--- src/rtl/rvfi_csr_shadow_check.sv ---
// rvfi_csr_shadow_check
//   Shadow-model consistency checker for one CSR on the RVFI retirement stream.
//   It keeps a shadow copy of the CSR and a per-bit "known" mask. It raises
//   sticky flags for three cases:
//     - reads that disagree with earlier retired writes,
//     - gaps or duplicates in rvfi_order, and
//     - writes that come from trapped instructions.
//   All retirement channels of one cycle are folded in index order, and only
//   the end-of-chain result is registered.

module rvfi_csr_shadow_check #(
    parameter int NRET    = 1,   // retirement channels per cycle
    parameter int CSR_W   = 64,  // CSR field width on RVFI
    parameter int MODE    = 0,   // 0: static CSR, 1: monotonic counter
    parameter int ORDER_W = 64   // width of rvfi_order per channel
) (
    input  logic                     clock,
    input  logic                     reset,       // synchronous, active-low
    input  logic                     check,       // 0 suppresses new error flags
    input  logic [NRET-1:0]          rvfi_valid,
    input  logic [NRET*ORDER_W-1:0]  rvfi_order,
    input  logic [NRET-1:0]          rvfi_trap,
    input  logic [NRET*CSR_W-1:0]    csr_rmask,
    input  logic [NRET*CSR_W-1:0]    csr_wmask,
    input  logic [NRET*CSR_W-1:0]    csr_rdata,
    input  logic [NRET*CSR_W-1:0]    csr_wdata,
    output logic [CSR_W-1:0]         shadow,
    output logic [CSR_W-1:0]         known,
    output logic                     err_read,
    output logic                     err_order,
    output logic                     err_trapw
);

    // Registered tracking state and its next-state values.
    logic [CSR_W-1:0]   shadow_q, shadow_d;
    logic [CSR_W-1:0]   known_q, known_d;
    logic [ORDER_W-1:0] exp_order_q, exp_order_d;
    logic               seeded_q, seeded_d;
    logic               err_read_q, err_read_d;
    logic               err_order_q, err_order_d;
    logic               err_trapw_q, err_trapw_d;

    // Per-channel working values used inside the chain.
    logic [CSR_W-1:0]   ch_rmask, ch_wmask, ch_rdata, ch_wdata, ch_chk;
    logic [ORDER_W-1:0] ch_order;
    logic [ORDER_W-1:0] order_base;   // order expected for rank 0 this cycle
    logic [ORDER_W-1:0] order_rank;   // valid channels seen so far this cycle
    logic               gap_seen;     // an invalid channel precedes this one
    logic               read_bad, order_bad, trapw_bad;

    // Fold all channels of this cycle, in index order, into next-state values.
    // NOTE: blocking assignments here are deliberate. Each channel must see
    //       the shadow/known values already updated by the channels before it.
    //       Every variable is given a default first, so no latches are inferred.
    always_comb begin
        shadow_d   = shadow_q;
        known_d    = known_q;
        seeded_d   = seeded_q;
        order_base = exp_order_q;
        order_rank = '0;
        gap_seen   = 1'b0;
        read_bad   = 1'b0;
        order_bad  = 1'b0;
        trapw_bad  = 1'b0;
        ch_rmask   = '0;
        ch_wmask   = '0;
        ch_rdata   = '0;
        ch_wdata   = '0;
        ch_chk     = '0;
        ch_order   = '0;

        for (int i = 0; i < NRET; i++) begin
            ch_rmask = csr_rmask[i*CSR_W +: CSR_W];
            ch_wmask = csr_wmask[i*CSR_W +: CSR_W];
            ch_rdata = csr_rdata[i*CSR_W +: CSR_W];
            ch_wdata = csr_wdata[i*CSR_W +: CSR_W];
            ch_order = rvfi_order[i*ORDER_W +: ORDER_W];
            ch_chk   = ch_rmask & known_d;

            if (rvfi_valid[i]) begin
                // Valid channels must form a prefix of the channel vector.
                if (gap_seen) begin
                    order_bad = 1'b1;
                end
                // The first valid retirement after reset defines the sequence.
                if (!seeded_d) begin
                    order_base = ch_order;
                    seeded_d   = 1'b1;
                end
                if (ch_order != order_base + order_rank) begin
                    order_bad = 1'b1;
                end
                order_rank = order_rank + ORDER_W'(1);

                if (rvfi_trap[i]) begin
                    // A trapped instruction must not commit a CSR write.
                    if (|ch_wmask) begin
                        trapw_bad = 1'b1;
                    end
                end else begin
                    if (MODE == 0) begin
                        if (|((ch_rdata ^ shadow_d) & ch_chk)) begin
                            read_bad = 1'b1;
                        end
                    end else if (&ch_chk) begin
                        // A counter may only move forward. A read that drops
                        // from the upper half into the lower half is a wrap.
                        if ((ch_rdata < shadow_d) &&
                            !(shadow_d[CSR_W-1] && !ch_rdata[CSR_W-1])) begin
                            read_bad = 1'b1;
                        end
                        // A fully known read with no write resynchronises the
                        // counter to the value actually observed.
                        if (ch_wmask == '0) begin
                            shadow_d = ch_rdata;
                        end
                    end
                    shadow_d = (shadow_d & ~ch_wmask) | (ch_wdata & ch_wmask);
                    known_d  = known_d | ch_wmask;
                end
            end else begin
                gap_seen = 1'b1;
            end
        end

        exp_order_d = order_base + order_rank;
        err_read_d  = err_read_q  | (check & read_bad);
        err_order_d = err_order_q | (check & order_bad);
        err_trapw_d = err_trapw_q | (check & trapw_bad);
    end

    // Register tracking state. Reset takes priority over any retirement.
    always_ff @(posedge clock) begin
        if (!reset) begin
            shadow_q    <= '0;
            known_q     <= '0;
            exp_order_q <= '0;
            seeded_q    <= 1'b0;
            err_read_q  <= 1'b0;
            err_order_q <= 1'b0;
            err_trapw_q <= 1'b0;
        end else begin
            shadow_q    <= shadow_d;
            known_q     <= known_d;
            exp_order_q <= exp_order_d;
            seeded_q    <= seeded_d;
            err_read_q  <= err_read_d;
            err_order_q <= err_order_d;
            err_trapw_q <= err_trapw_d;
        end
    end

    assign shadow    = shadow_q;
    assign known     = known_q;
    assign err_read  = err_read_q;
    assign err_order = err_order_q;
    assign err_trapw = err_trapw_q;

endmodule

--- config.mk ---
export PLATFORM = sky130hd
export DESIGN_NAME = rvfi_csr_shadow_check
export DESIGN_NICKNAME = d
export VERILOG_FILES = /design/src/rtl/rvfi_csr_shadow_check.sv
export SDC_FILE = /design/constraint.sdc
export NUM_CORES = 1
export LEC_CHECK = 0
export ABC_AREA = 1
export ABC_CLOCK_PERIOD_IN_PS = 3000
export CAP_MARGIN = 20
export CELL_PAD_IN_SITES_DETAIL_PLACEMENT = 1
export CELL_PAD_IN_SITES_GLOBAL_PLACEMENT = 2
export CORE_MARGIN = 1.5
export CORE_UTILIZATION = 22
export CTS_CLUSTER_DIAMETER = 30
export DETAILED_ROUTE_END_ITERATION = 8
export GPL_TIMING_DRIVEN = 1
export PLACE_DENSITY = 0.84
export SLEW_MARGIN = 20
export SYNTH_ARGS = -nofsm -noshare
export SYNTH_HDL_FRONTEND = slang
export SYNTH_SLANG_ARGS = --single-unit
--- constraint.sdc ---
create_clock -name clock -period 3 [get_ports clock]
set_input_delay 0.6 -clock clock [delete_from_list [all_inputs] [get_ports clock]]
set_output_delay 0.6 -clock clock [all_outputs]
set_load 0.05 [all_outputs]
Word level (Yosys, flattened, before mapping)
Cells that the tools add are included.

$add $sub $neg: 1. Multiply operators: 0. Div/mod/pow operators: 0. Order comparisons: 0. Eq/ne operators: 1. Shifts and indexed selects: 0. Multiplexer cells: 14. Bitwise gates (word level): 15. Reduce and logical (&&, ||, !) cells: 3.

Operator list (number): $mux 64 (5); $and 64x64->64 (4); $or 64x64->64 (2); $reduce_or 64->1 (2); $add 64x64->64 (1); $ne 64x64->1 (1); $not 64->64 (1); $xor 64x64->64 (1); $mux 1 (9); $and 1x1->1 (3); $or 1x1->1 (3); $reduce_and 2->1 (1); $not 1->1 (1).

Flip-flop bits (word level): 196. Latch bits: 0. Memory bits (writable): 0. ROM bits: 0. Input bits: 325. Logic and storage cells: 41. Memories kept: 0.

Logic depth before layout (Yosys ltp)
Gate-level depths: netlist of the first run.

Depth after elaboration: 8. Depth in mapped cells: 19.

Worst setup path before layout of the first run
No wires, ideal clock.

Path kind: reg-to-reg. Start point: register seeded_q. End point: register exp_order_q[38]. Arrival: 2.483 ns. Data required time: 2.887 ns. Path slack: 0.405 ns. Cell stages (with the launch flop): 18. Path buffers: 4. Cells stage by stage: dfxtp_1 > buf_6 > buf_6 > buf_2 > buf_2 > o21ai_0 > o21ai_0 > ha_1 > ha_1 > inv_1 > nor2_1 > nand2_2 > nor2_1 > nand2_2 > nor2_4 > nand2_1 > nor2_1 > nor2_1.

Longest elaborated chain between the ends: 4.

Ends and longest elaborated chain: start, declared (RTL line 38) `logic seeded_q, seeded_d;`; start signal, assigned (RTL line 138) `seeded_q <= 1'b0;`; start signal, assigned (RTL line 146) `seeded_q <= seeded_d;`; $mux 64 (RTL line 86) `if (!seeded_d) begin`; $mux 64 (2 in a row) (RTL line 80) `if (rvfi_valid[i]) begin`; $add 64x64->64 (RTL line 126) `exp_order_d = order_base + order_rank;`; end signal, assigned (RTL line 145) `exp_order_q <= exp_order_d;`; end, declared (RTL line 37) `logic [ORDER_W-1:0] exp_order_q, exp_order_d;`.

Every way passes these cells. The select of a mux whose other input is x is not followed. A chain may end at the register's enable or synchronous reset.

Worst setup path after layout of the first run
Start point: register seeded_q. End point: register exp_order_q[59].

Same word-level chain as after synthesis.

==> results.json, run 1 <==
{
  "p_sw_frac": 0.357,
  "p_switching_uw": 2690,
  "dpl_cell_area_mm2": 0.0186,
  "synth-edff-count": 0,
  "cts_root_buf": "clkbuf_16",
  "fin_skew_ns": 0.0202,
  "row_count": 88,
  "cts_tree": "done",
  "total_power_uw": 7520,
  "synth_xor_area_frac": 0.00342,
  "overflow": 0,
  "peakVddDrop_mv": 0.367,
  "gp_congestion": 0.908,
  "grt_max_degree": 78,
  "yosys-mux-area-fraction": 0,
  "rsz0062_at_grt": "no",
  "reg2reg_depth": 12,
  "port_buffers": 455,
  "synth_fp_nets": 2547,
  "syn_avg_cell_area_um2": 5.77,
  "final_common_cell": "nand2_1",
  "setup_violations": 0,
  "clock_power_share": 0.333,
  "r2r-end": "exp_order_q[59]",
  "p_leak_uw": 0.00824,
  "synth_top_family_by_area": "simple AND/OR/NAND/NOR gates",
  "grt_pass1_vias": 16900,
  "design_area_mm2": 0.0192,
  "ant_nets": 0,
  "internal_power_uw": 4830,
  "cp_max_fo": 37,
  "syn_inst": 2220,
  "fp.dieArea_mm2": 0.0597,
  "drt_first_pass_iters": 5,
  "slew_violations": 0,
  "clk_latency_ns": 0.51,
  "syn_area_mm2": 0.0128,
  "max_freq_ghz": 0.373,
  "ys.warnings.count": 0,
  "fp.coreArea_mm2": 0.0576,
  "hold_end": "err_read",
  "drv_cap": 0,
  "cts_buffers": 17,
  "hp-class": "flip-flop to flip-flop",
  "final_cell_mix": "nand2_1, clkdlybuf4s50_1, inv_1",
  "fillerInstances": 7431,
  "clk_pin_slew_ns": 0.09,
  "ios": 456,
  "htreeDepth": 4,
  "synthAdderAreaFrac": 0.00195,
  "drive_above_1_share": 0.0596,
  "vias_per_cell": 4.59,
  "synthSimpleGateAreaFrac": 0.446,
  "power_frac_seq": 0.385,
  "drt_wl_total_mm": 66.7,
  "period_share": 0.894,
  "status": "finished, final reports clean",
  "synth_ff_type": "dfxtp_1",
  "clock-sinks": 196,
  "max-slew-margin-rel": 0.473,
  "dp_hpwl_mm": 55.5,
  "worstSetupStartpointType": "flip-flop",
  "chipWidth_um": 244,
  "path_class": "flip-flop to flip-flop",
  "drc": 0,
  "synth-compound-area-share": 0.120,
  "grtUsageTotal": 0.220,
  "power_frac_comb": 0.282,
  "layout_min_cycle_time_ns": 2.68,
  "cp-end-kind": "flip-flop",
  "cts_buffer_depth": 2,
  "min_from": "err_read",
  "die_h_um": 244,
  "async_reset_ff_frac": 0,
  "power_density_mw_per_mm2": 391,
  "grt_first_pass_wirelength_mm": 98.8,
  "hold_depth": 2,
  "drtIter0Drc": 523,
  "crit_required_ns": 3.42,
  "dr_total_vias": 16000,
  "synth.ff_latch_count": 196,
  "start_util": 0.223,
  "tightest_slew_ns": 0.787,
  "wl_per_cell_um": 19.1,
  "antenna_found_initial": 12,
  "regToRegStartpoint": "seeded_q",
  "crit_arrival_ns": 3.10,
  "hold_viol": 0,
  "ys_types": 30,
  "area_growth_pct": 50.0,
  "ys_seq_area_frac": 0.306,
  "reg2reg_slack_ns": 0.32,
  "final_nets": 3031
}
-- cell type report --
cell class / instances / area, um^2 / area share
multi-input cells: 1642 / 7330 / 0.381
repair buffers: 532 / 5210 / 0.271
flip-flops and latches: 196 / 3930 / 0.204
inverters: 315 / 1190 / 0.0620
well taps: 765 / 957 / 0.0498
clock buffers: 18 / 439 / 0.0228
clock inverters: 14 / 160 / 0.00833
diodes: 1 / 2.50 / 0.000130
-- metrics by stage --
stage,TNS (ns),worst slack (ns),std cells,utilization,hold slack [ns]
3_3_place_gp,-0.0155,-0.0155,3450,0.323,0.444
3_5_place_dp,-0.0652,-0.0418,3450,0.323,0.446
2_1_floorplan,0,0.405,2220,-,0.560
4_1_cts,0,0.223,3482,0.334,0.461
5_1_grt,0,0.110,3483,0.334,0.481
6_report,0,0.317,3483,0.334,0.458
-- logic make-up after synthesis --
logic type      count (synthesis)
buf+inv                       382
compound gates                299
xor+xnor                        5
fa+ha+maj                       2
simple gates                 1336
flops                         196
-- metal layers --
metal / vias to the layer above / track usage / part of all wire
met5: - / 0 / 0.0020
met2: 350 / 0.408 / 0.51
met1: 7573 / 0.227 / 0.38
li1: 7933 / - / -
met4: 20 / 0.103 / 0.043
met3: 105 / 0.0607 / 0.058
-- worst max-delay path, cell delays in order (launching register included) --
cell and delay [ns]:
dfxtp_4 0.53, buf_6 0.31, buf_4 0.29, nand2_1 0.07, nand3_1 0.08, nand2_1 0.13, nor2_1 0.20, nand2_1 0.10
nor2_1 0.21, nand2_1 0.15, nor2_1 0.20, nand3_1 0.11, a21oi_1 0.17
-- how the worst max path moves through the flow --
stage	start	endpoint	slack, ns	cells past startpoint
5_1_grt	seeded_q	exp_order_q[59]	0.11	12
3_3_place_gp	rvfi_order[0]	exp_order_q[38]	-0.02	15
6_report	seeded_q	exp_order_q[59]	0.32	12
3_5_place_dp	rvfi_order[0]	exp_order_q[38]	-0.04	15
4_1_cts	seeded_q	exp_order_q[59]	0.22	12
2_1_floorplan	seeded_q	exp_order_q[38]	0.40	17
-- cell usage after synthesis, types with 7 or more instances --
cell type	instances	share of area
nand2_1	814	0.24
inv_1	312	0.091
nor2_1	219	0.064
dfxtp_1	196	0.31
a21oi_1	193	0.075
nand3_1	133	0.052
o21ai_0	91	0.036
nand3b_1	61	0.036
nand4_1	46	0.022
clkbuf_1	29	0.0085
buf_2	23	0.0090
nor2_2	17	0.0083
nor4_1	16	0.0078
nand2_2	12	0.0059
buf_6	9	0.0079
o21bai_1	8	0.0047
or2_2	7	0.0034
-- power groups by stage --
stage / Combinational [uW] / Clock, uW / Sequential [uW]
final: 2120 / 2510 / 2900
after global routing: 2300 / 2660 / 2920
after global placement: 2090 / 0 / 2950
after CTS: 2140 / 2590 / 2900
after detailed placement: 2130 / 0 / 2960
after floorplan: 788 / 0 / 3210
-- repair_timing --
action,in CTS,in global routing
endpoints found under the setup margin,0,1
buffers inserted,0,0
hold buffers,0,0
resized for setup,0,1
No activity file was read; power rests on OpenSTA's default activity.
==> run 2, diff against run 1 <==
Settings changed: SKIP_LAST_GASP from default to 1.
==> results of run 2 <==
Final layout, timing and power as in run 1 (identical DEF).
==> run 3, diff against run 2 <==
Settings changed: ABC_CLOCK_PERIOD_IN_PS 3000 to default.
==> results of run 3 <==
Final layout, timing and power as in run 1 (identical DEF).
==> RTL change (config.mk and constraints of run 2) <==
Change the parameter `MODE` from 0 to 1.
--- a/src/rtl/rvfi_csr_shadow_check.sv
+++ b/src/rtl/rvfi_csr_shadow_check.sv
@@ -12,5 +12,5 @@
     parameter int NRET    = 1,   // retirement channels per cycle
     parameter int CSR_W   = 64,  // CSR field width on RVFI
-    parameter int MODE    = 0,   // 0: static CSR, 1: monotonic counter
+    parameter int MODE    = 1,   // 0: static CSR, 1: monotonic counter
     parameter int ORDER_W = 64   // width of rvfi_order per channel
 ) (
Behaviour: not the same (a bounded check fails within 4 cycles, from zero or initial values and one cycle with reset low).
==> RTL change against run 2 <==
Fmax down 2.3%; critical path depth up 4; setup slack worse by 0.062 ns; sequential cell count unchanged; clock skew down 0.0032 ns; die area up 19%; total power up 5.8%; via count up 22%; register-to-register slack better by 0.15 ns; critical endpoint is now exp_order_q[52]$_SDFF_PN0_; clock power up 2%; design area up 19%; synthesized area up 19%; highest routed layer unchanged; wire length up 27%.
==> RTL change: results (changes against run 2) <==
- CP delay by family, top: buffers and inverters
- Pre-CTS setup slack: -0.2867 ns (-0.2449 ns)
- CP max-delay cell: clkdlybuf4s50_1
- Largest stage delay, worst path: 0.46 ns (-0.07 ns)
- P_leak: 9.764 nW (+18%)
- Status: complete, no violations
- Pin count of the biggest net entering global routing: 99 (+27%)
- Largest cells by area after synthesis: dfxtp_1, nand2_1, nor2_1, inv_1, nand3_1
- Multi-input logic area: 9633 µm² (+31%)
- Post-synthesis cell count: 2592 (+17%)
- Arrival time worst endpoint: 3.13 ns (+0.03 ns)
- Syn_nets: 2983 (+17%)
- Area of placed instances: 22340 µm² (+20%)
- Cell count of the worst reg-to-reg path: 16 (+4)
- Gpl congestion: 0.8996 (-0.95%)
- Vias in the first global route: 19920 (+18%)
- Non-Filler Instances: 4145 (+19%)
- Antenna violations before repair: 15 (+3)
- Yosys cell types: 47 (+57%)
- Global-route wire length before repair: 124200 µm (+26%)
- Setup clock skew after layout: 0.01704 ns (-0.003204 ns)
- Total Wirelength: 84750 µm (+27%)
- Max Clk Rate: 364.3 MHz (-2.3%)
- Post-DP HPWL: 70490 µm (+27%)
- # fillers: 8802 (+18%)
- Sequential cell area fraction in the yosys report: 0.2576 (-0.04856)
- Commonest cells post-synth: nand2_1, nor2_1, inv_1, dfxtp_1, nand3_1
- Worst setup endpoint: exp_order_q[52]$_SDFF_PN0_
- Worst-path maximum fanout: 4 (-89%)
-- RTL change: cell count changes in the layout (fill, tap and decap cells not counted), moves of 16 or more --
cell      before  now
nand3_1      133  190
buf_4         70  220
nor3_1         2   18
nand4_1       46   99
a21oi_1      193  170
nand3b_1      61    1
nand2_1      814  721
ha_1           2   66
o21ai_0       91  120
nor2_1       218  396
o21ai_2        0   31
o21ai_1        0   26
-- RTL change: layout make-up --
class | count | share of cell area
inverters | 326 | 0.05358
diodes | 2 | 0.0002180
clock buffers | 18 | 0.01913
well taps | 931 | 0.05075
multi-input cells | 1974 | 0.4197
repair buffers | 684 | 0.2787
clock inverters | 14 | 0.006977
flip-flops and latches | 196 | 0.1710
-- RTL change: per-layer routing --
metal	track usage	vias to the layer above	wire, µm
met2	0.4191	520	41300
met5	0	-	173
met1	0.2766	9215	35590
met3	0.05555	106	4914
met4	0.08461	26	2771
li1	-	9606	-
